<file path="src/rtl/neighbor_sample_filter.sv">
// Neighbor sample filter: fetches up to four neighbouring taps from the frame
// buffer, averages them per RGB channel (or passes tap 0 through in bypass),
// and presents the result with its destination write address.
module neighbor_sample_filter #(
  parameter int unsigned READ_LATENCY = 2,
  parameter int unsigned LINE_WIDTH   = 800
) (
  input  logic        clk,
  input  logic        reset,
  input  logic        pixel_req,
  input  logic        filter_en,
  input  logic [10:0] dest_x,
  input  logic [9:0]  dest_y,
  output logic [2:0]  addr_count,
  input  logic [23:0] vram_read_data,
  output logic        busy,
  output logic [23:0] pixel_out,
  output logic        pixel_valid,
  output logic        vram_we,
  output logic [18:0] vram_write_addr
);

  typedef enum logic [1:0] {IDLE, ISSUE, DRAIN, DONE} state_t;

  state_t      state;
  logic        filt;
  logic [10:0] x_q;
  logic [9:0]  y_q;
  logic [1:0]  cnt;
  logic [9:0]  acc_r, acc_g, acc_b;

  // One tag per in-flight read; the oldest stage marks the edge where data is valid.
  logic [READ_LATENCY-1:0] tag_valid;
  logic [READ_LATENCY-1:0] tag_last;

  logic        accept;
  logic        tag_load;
  logic        tag_load_last;
  logic        sample;
  logic        sample_last;
  logic [9:0]  sum_r, sum_g, sum_b;
  logic [18:0] wr_addr;

  // Decode request acceptance, tag issue, tap sampling and next sums.
  always_comb begin
    accept        = (state == IDLE) && pixel_req;
    tag_load      = 1'b0;
    tag_load_last = 1'b0;
    if (accept) begin
      tag_load      = 1'b1;
      tag_load_last = !filter_en;
    end else if ((state == ISSUE) && filt && (cnt != 2'd3)) begin
      tag_load      = 1'b1;
      tag_load_last = (cnt == 2'd2);
    end
    sample      = tag_valid[READ_LATENCY-1];
    sample_last = tag_valid[READ_LATENCY-1] && tag_last[READ_LATENCY-1];
    sum_r   = acc_r + 10'(vram_read_data[23:16]);
    sum_g   = acc_g + 10'(vram_read_data[15:8]);
    sum_b   = acc_b + 10'(vram_read_data[7:0]);
    // Modulo-2^19 arithmetic gives the required truncation directly.
    wr_addr = 19'(x_q) + 19'(y_q) * 19'(LINE_WIDTH);
  end

  // Control FSM, tag pipeline, accumulators and registered outputs.
  always_ff @(posedge clk) begin
    if (reset) begin
      state           <= IDLE;
      filt            <= 1'b0;
      x_q             <= '0;
      y_q             <= '0;
      cnt             <= '0;
      acc_r           <= '0;
      acc_g           <= '0;
      acc_b           <= '0;
      tag_valid       <= '0;
      tag_last        <= '0;
      busy            <= 1'b0;
      pixel_out       <= '0;
      pixel_valid     <= 1'b0;
      vram_write_addr <= '0;
    end else begin
      pixel_valid <= 1'b0;

      for (int unsigned i = 1; i < READ_LATENCY; i++) begin
        tag_valid[i] <= tag_valid[i-1];
        tag_last[i]  <= tag_last[i-1];
      end
      tag_valid[0] <= tag_load;
      tag_last[0]  <= tag_load_last;

      case (state)
        IDLE: begin
          if (pixel_req) begin
            filt  <= filter_en;
            x_q   <= dest_x;
            y_q   <= dest_y;
            acc_r <= '0;
            acc_g <= '0;
            acc_b <= '0;
            cnt   <= '0;
            busy  <= 1'b1;
            state <= ISSUE;
          end
        end
        ISSUE: begin
          if (filt && (cnt != 2'd3)) begin
            cnt <= cnt + 2'd1;
          end else begin
            cnt   <= '0;
            state <= DRAIN;
          end
        end
        DRAIN: state <= DRAIN;
        DONE: begin
          busy  <= 1'b0;
          state <= IDLE;
        end
        default: state <= IDLE;
      endcase

      // The final tap can land while still issuing (READ_LATENCY=1), so it overrides the FSM step.
      if (sample) begin
        acc_r <= sum_r;
        acc_g <= sum_g;
        acc_b <= sum_b;
        if (sample_last) begin
          pixel_out       <= filt ? {sum_r[9:2], sum_g[9:2], sum_b[9:2]} : vram_read_data;
          vram_write_addr <= wr_addr;
          pixel_valid     <= 1'b1;
          cnt             <= '0;
          state           <= DONE;
        end
      end
    end
  end

  assign addr_count = {1'b0, cnt};
  assign vram_we    = pixel_valid;

endmodule

</file>
<file path="config.mk">
export PLATFORM = sky130hd
export DESIGN_NAME = neighbor_sample_filter
export DESIGN_NICKNAME = d
export VERILOG_FILES = /design/src/rtl/neighbor_sample_filter.sv
export SDC_FILE = /design/constraint.sdc
export NUM_CORES = 1
export LEC_CHECK = 0
export CORE_AREA = 2 2 111 113
export CTS_BUF_LIST = sky130_fd_sc_hd__clkbuf_8 sky130_fd_sc_hd__clkbuf_16
export DETAILED_ROUTE_END_ITERATION = 12
export DIE_AREA = 0 0 113 115
export PLACE_DENSITY = 0.76
export SYNTH_ARGS = -nofsm -noshare
export SYNTH_HDL_FRONTEND = slang
export SYNTH_SLANG_ARGS = --single-unit
</file>
<file path="constraint.sdc">
create_clock -name clk -period 4.4 [get_ports clk]
set_input_delay 0.88 -clock clk [delete_from_list [all_inputs] [get_ports clk]]
set_output_delay 0.88 -clock clk [all_outputs]
set_load 0.01 [all_outputs]
</file>
==> impl_metrics.toml, run 1 <==
[run_status]
status = "finished, violations left"
failed_checks = "design-rule violations"

[synth]
synth_cell_types = 52
synth-edff-count = 0
avgSynthCellArea_um2 = 8.40
synth-seq-cells = 105
synth_flop_cell = "dfxtp_1"
synthCells = 736
synth-seq-area-share_pct = 34.0
async_flop_share_pct = 0
syn_area_mm2 = 0.00619
syn-num-nets = 858
yosys_warnings = 0

[clocking]
ctsResizeCount = 0
clock_latency_ns = 0.36
cts-root-buf = "clkbuf_16"
clockBufferDepth = 2
holdBufCountCts = 0
cts_tree = "done"
cts_inserted_buffers = 9
postCtsSetupBuffers = 0
path_clk_slew_ns = 0.07
h-tree-depth = 3
cts.sinks = 105

[finish]
area_growth_pct = 20.6
antenna_cells = 0
layout.nets = 931
drive_above_1_share_pct = 4.18

[detailed_routing]
route.detailed.drc = 5
routed.top_layer = "met4"
vias = 5446
wire_per_inst_um = 16.0
routed-wl-met2_um = 7600
first_pass_iters = 9
ant_nets = 0
route.met3.wl_um = 728
wirelength_um = 15300
wl_met1_um = 6770
routed_via_density = 5.67
drt_iter0_markers = 314

[pwr]
power.density_mw_per_mm2 = 293
p_leak_nw = 3.09
peakVddDrop_uv = 243

[worst_setup_path]
r2r_cells = 13
slowest_stage = "fa_1"
path_common_cell = "ha_1"
crit_chain = "ha_1 > ha_1 > inv_1 > fa_1 > inv_1 > ha_1 > and2_1 > o21a_1 > a311o_1 > xor2_1 > nor4b_4 > a311o_2 > o211ai_1"
worstSetupPathType = "reg2reg"
worst_ep_required_time_ns = 4.63
r2r-end = "vram_write_addr[18]"
crit_arrival_ns = 3.95
regToRegSetupSlack_ns = 0.68
max_stage_delay_ns = 0.49
crit-reg2reg-launch = "y_q[4]"
critPathBufInv = 2
path_delay_family = "adder cells"
end_kind = "flop"
start_kind = "flop"
cp_max_fo = 6

[floorplanning]
die_w_um = 113
dieArea_mm2 = 0.0130
ios = 98
die_y_um = 115
initial_core_util_pct = 52.4
fp.coreArea_mm2 = 0.0118
rows = 40

[timing]
setup_viol = 0
timing_hold_violations_final = 0
min_period_ns = 3.72
worst_pin_slew_ns = 0.909
relSlewSlack_pct = 39.4
final.setup.tns_ns = 0
max_freq_ghz = 0.269
fin_skew_ns = 0.00875
maxSlewViolCount = 0
rsz0062_at_grt = "no"
layout_setup_ws_ns = 0.683
period_share_pct = 84.5

[min_path]
hold_end = "tag_valid[1]"
hp-start = "tag_valid[0]"
hold_path_class = "reg2reg"
hold_depth = 1

[run]
maxCapViolCount = 0

[global_route]
grt_usage_pct = 24.1
grt_start_max_net_pins = 64
grt_pass1_wl_um = 25600
grt_antenna_before_repair = 0
grt_overflow = 0
grt_pass1_vias = 5433

[place]
post-place-ws_ns = 0.707
gp_congestion = 0.903
dp_hpwl_um = 10900
portBuffers = 96
## routing by layer
| metal | up-vias | global-route usage (%) |
|---|---|---|
| met3 | 18 | 4.80 |
| met5 | - | 0 |
| li1 | 2703 | - |
| met1 | 2599 | 29.7 |
| met4 | 0 | 8.70 |
| met2 | 126 | 42.2 |
## placed cells by master (no fill, tap or decap), types with 10 or more instances in the layout
master,count
dfxtp_1,105
clkdlybuf4s50_1,95
a21oi_1,92
nand2_1,92
nor2_1,72
ha_1,64
inv_1,41
xnor2_1,35
a211oi_1,23
and3_1,18
o21ai_0,14
nor3_1,14
a21o_1,10
## metrics by stage
stage                     instance area [µm²]  hold WS, ns  total power [mW]  cells  utilization, %
after global routing                     7460        0.483              2.29    961            63.2
after detailed placement                 7180        0.432              1.43    945            60.8
after floorplan                          6190        0.414              1.30    736               -
after CTS                                7460        0.448              2.19    961            63.2
final                                    7460        0.442              2.18    961            63.2
after global placement                   7180        0.425              1.41    945            60.8
## area by class of cell
class | instances | area (µm²)
fill | 1041 | 4350
multi-input combinational | 550 | 3740
sequential | 105 | 2100
timing repair buffer | 102 | 1000
clock buffer | 11 | 253
tap | 147 | 184
inverter | 41 | 154
clock inverter | 5 | 30.0
## registers in the layout, summed over array words and instances, names as in the netlist
| signal | count |
|---|---|
| pixel_out | 24 |
| pixel_valid | 1 |
| tag_valid | 2 |
| acc_b | 10 |
| cnt | 2 |
| filt | 1 |
| vram_write_addr | 19 |
| acc_r | 10 |
| state | 2 |
| acc_g | 10 |
| tag_last | 2 |
| x_q | 11 |
| y_q | 10 |
| busy | 1 |
## power by group
| group | internal (mW) | total [mW] | switching, mW |
|---|---|---|---|
| sequential | 0.976 | 0.998 | 0.0224 |
| clock | 0.412 | 0.772 | 0.360 |
| combinational | 0.178 | 0.414 | 0.236 |
## cell families after synthesis
group,Yosys count,synth area share [%]
AND/OR/NAND/NOR,231,16.9
AO/OA/AOI/OAI,194,20.2
flip-flops,105,34.0
buffers and inverters,81,5.60
adder cells (fa/ha/maj),73,15.9
XOR/XNOR,43,6.09
multiplexers,8,1.31
other,1,0.0606
## synth_stat cells, types with 6 or more instances
library cell / count / area [µm²]
or3_1: 6 / 37.5
nor3_1: 14 / 70.1
mux2i_1: 7 / 70.1
ha_1: 64 / 801
and3_1: 18 / 113
o21a_1: 6 / 45.0
o21ai_0: 14 / 70.1
dfxtp_1: 105 / 2100
xnor2_1: 35 / 307
nand2b_1: 6 / 37.5
o21bai_1: 7 / 52.6
a21oi_1: 92 / 460
a31oi_1: 7 / 43.8
inv_1: 41 / 154
clkbuf_1: 31 / 116
a211oi_1: 23 / 173
o211ai_1: 6 / 45.0
nand2_1: 92 / 345
a21o_1: 10 / 75.1
nor2b_1: 6 / 37.5
fa_1: 9 / 180
xor2_1: 8 / 70.1
nor2_1: 72 / 270
## how the worst max path moves through the flow
stage / end / startpoint / slack, ns / cells past startpoint
after floorplan: vram_write_addr[18] / y_q[4] / 0.97 / 13
after global placement: vram_write_addr[16] / y_q[4] / 0.85 / 13
after detailed placement: vram_write_addr[16] / y_q[4] / 0.71 / 13
after CTS: vram_write_addr[18] / y_q[4] / 0.68 / 13
after global routing: vram_write_addr[16] / y_q[4] / 0.42 / 13
final: vram_write_addr[18] / y_q[4] / 0.68 / 13
Note: power is estimated with default switching activity, not from simulation.
==> inputs of run 2 (changes only) <==
--- a/config.mk
+++ b/config.mk
@@ -5,11 +5,11 @@
 export SDC_FILE = /design/constraint.sdc
 export NUM_CORES = 1
 export LEC_CHECK = 0
-export CORE_AREA = 2 2 111 113
+export CORE_AREA = 2 2 116 118
 export CTS_BUF_LIST = sky130_fd_sc_hd__clkbuf_8 sky130_fd_sc_hd__clkbuf_16
 export DETAILED_ROUTE_END_ITERATION = 12
-export DIE_AREA = 0 0 113 115
-export PLACE_DENSITY = 0.76
+export DIE_AREA = 0 0 118 120
+export PLACE_DENSITY = 0.74
 export SYNTH_ARGS = -nofsm -noshare
 export SYNTH_HDL_FRONTEND = slang
 export SYNTH_SLANG_ARGS = --single-unit
==> constraint.sdc (replaced) <==
create_clock -name clk -period 3.11 [get_ports clk]
set_input_delay 0.622 -clock clk [delete_from_list [all_inputs] [get_ports clk]]
set_output_delay 0.622 -clock clk [all_outputs]
set_load 0.01 [all_outputs]
==> run 2 against run 1 <==
The run ends with negative setup slack left. Combinational power increased by 80%. First-iteration DRC count rose by 34%. Worst hold slack worse by 0.0069 ns. Core utilization decreased by 0.77 points. Sequential cell count unchanged. Die area rose by 9.0%. Register-to-register slack got worse by 0.93 ns. Design area rose by 8.6%. Critical endpoint unchanged. Largest power group unchanged.
==> impl_metrics.toml, run 2 (same netlist as run 1, synthesis figures left out) <==
[timing]
maxSlewViolCount = 0
min_period_ns = 3.35
timing_hold_violations_final = 0
period_share_pct = 108
max_freq_ghz = 0.298
worst_pin_slew_ns = 0.857
fin_skew_ns = 0.0118
relSlewSlack_pct = 42.7
final.setup.tns_ns = -0.750
rsz0062_at_grt = "yes"
setup_viol = 4
layout_setup_ws_ns = -0.244

[clocking]
cts_tree = "done"
cts.sinks = 105
holdBufCountCts = 0
clock_latency_ns = 0.36
clockBufferDepth = 2
path_clk_slew_ns = 0.07
cts_inserted_buffers = 9
cts-root-buf = "clkbuf_16"
h-tree-depth = 3

[pwr]
p_comb_share_pct = 21.8
clkPwrFrac_pct = 36.8
switching_power_uw = 926
p_int_mw = 2.49
power.density_mw_per_mm2 = 422
p_seq_share_pct = 41.3
p_leak_nw = 3.31
power_mw = 3.42
peakVddDrop_uv = 328
p_sw_share_pct = 27.1

[worst_setup_path]
worstSetupPathType = "reg2reg"
worst_ep_required_time_ns = 3.38
path_common_cell = "ha_4"
slowest_stage = "fa_1"
start_kind = "flop"
crit_chain = "ha_4 > ha_4 > inv_2 > fa_1 > inv_2 > ha_4 > buf_6 > and3_4 > a2111oi_4 > buf_4 > xnor2_4 > nor4b_4 > nand3_1 > o211ai_1"
max_stage_delay_ns = 0.52
regToRegSetupSlack_ns = -0.24
crit_arrival_ns = 3.62
end_kind = "flop"
cp_max_fo = 3

[min_path]
hold_path_class = "reg2reg"

[run]
maxCapViolCount = 0

[finish]
final_cell_mix = "dfxtp_1 (101), clkdlybuf4s50_1 (95), nand2_1 (92), a21oi_1 (91), nor2_1 (71)"
largestRegisters = "pixel_out x24, vram_write_addr x19, x_q x11"
layout.nets = 968
area_growth_pct = 30.9
final_common_cell = "dfxtp_1"
drive_above_1_share_pct = 12.0
antenna_cells = 0
regMostFlops = "pixel_out"
multi_input_area_mm2 = 0.00398
seqCellArea_mm2 = 0.00211
largest_reg_flops = 24
fillCellCount = 1080

[detailed_routing]
first_pass_iters = 4
route.detailed.drc = 0
wirelength_um = 16000
wire_per_inst_um = 15.6
vias = 5539
ant_nets = 0
drt_iter0_markers = 420
routed_via_density = 5.40

[global_route]
grt_pass1_vias = 5621
grt_usage_pct = 22.9
grt_pass1_wl_um = 26700
grt_start_max_net_pins = 76
grt_antenna_before_repair = 0
grt_overflow = 0

[place]
dp_hpwl_um = 11100
gp_congestion = 0.868
portBuffers = 96

[floorplanning]
ios = 98
fp.coreArea_mm2 = 0.0130
rows = 42
die_y_um = 120
die_w_um = 118
initial_core_util_pct = 47.7
dieArea_mm2 = 0.0142

[run_status]
status = "finished, violations left"
failed_checks = "negative setup slack"
run 2: changes by cell type in the layout (fill, tap and decap cells not counted), sizes merged:
| cell | delta |
|---|---|
| buf | +37 |
| bufinv | +2 |
| clkinv | -2 |
| clkinvlp | -2 |
| inv | +1 |
run 2: through the flow:
stage	utilization [%]	std cells	hold WS, ns	worst slack (ns)	instance area, µm²
after CTS	61.9	1024	0.436	-0.246	8030
after global placement	58.1	1005	0.418	-0.174	7540
after floorplan	-	736	0.414	-0.111	6260
after global routing	62.4	1026	0.457	-0.334	8100
final	62.4	1026	0.435	-0.244	8100
after detailed placement	58.1	1005	0.422	-0.294	7540
run 2: area by class of cell:
cell class / count / area share (%)
Inverter: 41 / 1.90
Clock inverter: 4 / 0.911
Multi-Input combinational cell: 550 / 49.2
Clock buffer: 11 / 3.12
Tap cell: 176 / 2.72
Sequential cell: 105 / 26.1
Timing Repair Buffer: 139 / 16.1
run 2: repair_timing:
action	in CTS	in global routing
setup buffers	4	2
gates resized for setup	18	10
endpoints found under the setup margin	7	10
pin swaps	18	12
run 2: worst paths after layout:
| path | from | end | cells after the start |
|---|---|---|---|
| min reg2reg | tag_valid[0] | tag_valid[1] | 1 |
| min | tag_valid[0] | tag_valid[1] | 1 |
| max reg2reg | y_q[5] | vram_write_addr[18] | 14 |
| max | y_q[5] | vram_write_addr[18] | 14 |
run 2: worst max-delay path, delay by kind of cell, from the launching register on:
family / cells / cell delay (ns)
adder cells (fa/ha/maj): 4 / 1.23
flip-flops: 1 / 0.36
AO/OA/AOI/OAI: 2 / 0.51
AND/OR/NAND/NOR: 3 / 0.66
XOR/XNOR: 1 / 0.08
buffers and inverters: 4 / 0.39
run 2: routing by layer:
metal  GRT usage [%]  wire length (µm)  vias up
met4            9.04               299        0
met1            28.1              7020     2599
met5               0                 0        -
met2            39.9              7840      139
li1                -                 -     2781
met3            3.99               824       20
run 2: power by group through the flow:
stage	Sequential (mW)	Combinational, mW	Clock (mW)
after detailed placement	1.44	0.665	0
after global placement	1.44	0.646	0
final	1.41	0.746	1.26
after floorplan	1.43	0.434	0
after CTS	1.41	0.713	1.27
after global routing	1.42	0.821	1.33
==> inputs of run 3 (changes only) <==
--- a/config.mk
+++ b/config.mk
@@ -7,9 +7,11 @@
 export LEC_CHECK = 0
 export CORE_AREA = 2 2 116 118
 export CTS_BUF_LIST = sky130_fd_sc_hd__clkbuf_8 sky130_fd_sc_hd__clkbuf_16
+export CTS_CLUSTER_SIZE = 10
 export DETAILED_ROUTE_END_ITERATION = 12
 export DIE_AREA = 0 0 118 120
 export PLACE_DENSITY = 0.74
+export SKIP_LAST_GASP = 1
 export SYNTH_ARGS = -nofsm -noshare
 export SYNTH_HDL_FRONTEND = slang
 export SYNTH_SLANG_ARGS = --single-unit
==> run 3 against run 2 <==
The flow still finishes with violations (negative setup slack). Critical path depth did not move. Clock power about the same. Combinational power about the same. Sequential cell count did not move. Core utilization decreased by 0.058 points. Register-to-register slack hardly changed. Worst setup slack improved by 0.0019 ns. Critical endpoint unchanged.
==> impl_metrics.toml, run 3 (same netlist as run 1, synthesis figures left out) <==
[run_status]
status = "finished, violations left"
failed_checks = "negative setup slack"

[detailed_routing]
routed_via_density = 5.39
vias = 5529
wirelength_um = 16000
ant_nets = 0
route.detailed.drc = 0
wire_per_inst_um = 15.6
first_pass_iters = 4
drt_iter0_markers = 403

[global_route]
grt_pass1_vias = 5621
grt_overflow = 0
grt_start_max_net_pins = 76
grt_usage_pct = 22.9
grt_antenna_before_repair = 0
grt_pass1_wl_um = 26700

[floorplanning]
ios = 98
fp.coreArea_mm2 = 0.0130
dieArea_mm2 = 0.0142
die_w_um = 118
die_y_um = 120
initial_core_util_pct = 47.7
rows = 42

[clocking]
cts.sinks = 105
h-tree-depth = 3
holdBufCountCts = 0
cts_tree = "done"
path_clk_slew_ns = 0.07
cts_inserted_buffers = 9
clock_latency_ns = 0.36
clockBufferDepth = 2
cts-root-buf = "clkbuf_16"

[pwr]
p_sw_share_pct = 27.1
p_seq_share_pct = 41.4
p_comb_share_pct = 21.8
power.density_mw_per_mm2 = 422
peakVddDrop_uv = 328
clkPwrFrac_pct = 36.9
p_int_mw = 2.49
switching_power_uw = 925
p_leak_nw = 3.31

[min_path]
hp-start = "tag_valid[0]"
hold_end = "tag_valid[1]"
hold_depth = 1
hold_path_class = "reg2reg"

[finish]
largest_reg_flops = 24
regMostFlops = "pixel_out"
layout.nets = 968
largestRegisters = "pixel_out x24, vram_write_addr x19, x_q x11"
design_area_mm2 = 0.00809
antenna_cells = 0
area_growth_pct = 30.8
drive_above_1_share_pct = 11.9
final_common_cell = "dfxtp_1"
final_cell_mix = "dfxtp_1 (101), clkdlybuf4s50_1 (95), nand2_1 (92), a21oi_1 (91), nor2_1 (71)"

[worst_setup_path]
crit-reg2reg-launch = "y_q[5]"
worstSetupPathType = "reg2reg"
end_kind = "flop"
start_kind = "flop"
regToRegSetupSlack_ns = -0.24
r2r-end = "vram_write_addr[18]"
cp_max_fo = 3
crit_arrival_ns = 3.62
worst_ep_required_time_ns = 3.38
r2r_cells = 14

[timing]
setup_viol = 4
max_freq_ghz = 0.298
rsz0062_at_grt = "yes"
period_share_pct = 108
worst_pin_slew_ns = 0.838
min_period_ns = 3.35
maxSlewViolCount = 0
timing_hold_violations_final = 0
final.setup.tns_ns = -0.750
relSlewSlack_pct = 44.1
fin_skew_ns = 0.0116
layout_setup_ws_ns = -0.242

[place]
dp_hpwl_um = 11100
post-place-ws_ns = -0.294
gp_congestion = 0.868
placed_cell_area_mm2 = 0.00754
portBuffers = 96

[run]
maxCapViolCount = 0
-- run 3: cell counts in the layout (fill, tap and decap cells not counted) --
No cell type changed its count.
-- run 3: cell type report --
class	instances	area (µm²)
clock inverters	4	73.8
repair buffers	139	1300
multi-input cells	550	3980
fillers	1082	4890
clock buffers	11	253
well taps	176	220
inverters	41	154
flip-flops and latches	105	2110
-- run 3: critical path: stages, from the launching register on --
cell,delay (ns)
dfxtp_4,0.36
ha_4,0.24
ha_4,0.25
inv_2,0.03
fa_1,0.52
inv_2,0.05
ha_4,0.22
buf_6,0.11
and3_4,0.15
a2111oi_4,0.31
buf_4,0.20
xnor2_4,0.08
nor4b_4,0.34
nand3_1,0.17
o211ai_1,0.20
-- run 3: power by group through the flow --
| stage | logic, mW | clock network [mW] | registers (mW) |
|---|---|---|---|
| floorplan | 0.434 | 0 | 1.43 |
| detailed placement | 0.665 | 0 | 1.44 |
| finish | 0.743 | 1.26 | 1.41 |
| CTS | 0.713 | 1.27 | 1.41 |
| global route | 0.819 | 1.33 | 1.42 |
| global placement | 0.646 | 0 | 1.44 |
-- run 3: what timing repair did --
| item | 4_1_cts | 5_1_grt |
|---|---|---|
| buffers inserted | 4 | 2 |
| endpoints found under the hold margin | 0 | 0 |
| resized for setup | 18 | 9 |
| setup endpoints to repair | 7 | 10 |
| pin swaps | 18 | 12 |
-- run 3: stage by stage --
stage               util, %  cells  hold WS, ns  power (mW)
global placement       58.1   1005        0.418        2.08
CTS                    61.9   1024        0.436        3.40
finish                 62.3   1026        0.435        3.41
floorplan                 -    736        0.414        1.87
detailed placement     58.1   1005        0.422        2.10
global route           62.3   1026        0.457        3.56
-- run 3: metal layers --
layer  track usage (%)  routed length, µm
met2              39.9               7820
met1              28.1               6970
met5                 0                  0
met4              9.04                344
met3              3.99                837
-- run 3: worst max path at each step --
stage | slack, ns | startpoint | end
finish | -0.24 | y_q[5] | vram_write_addr[18]
global route | -0.33 | y_q[5] | vram_write_addr[18]
CTS | -0.25 | y_q[4] | vram_write_addr[18]
detailed placement | -0.29 | y_q[3] | vram_write_addr[18]
global placement | -0.17 | y_q[5] | vram_write_addr[18]
floorplan | -0.11 | y_q[3] | vram_write_addr[18]
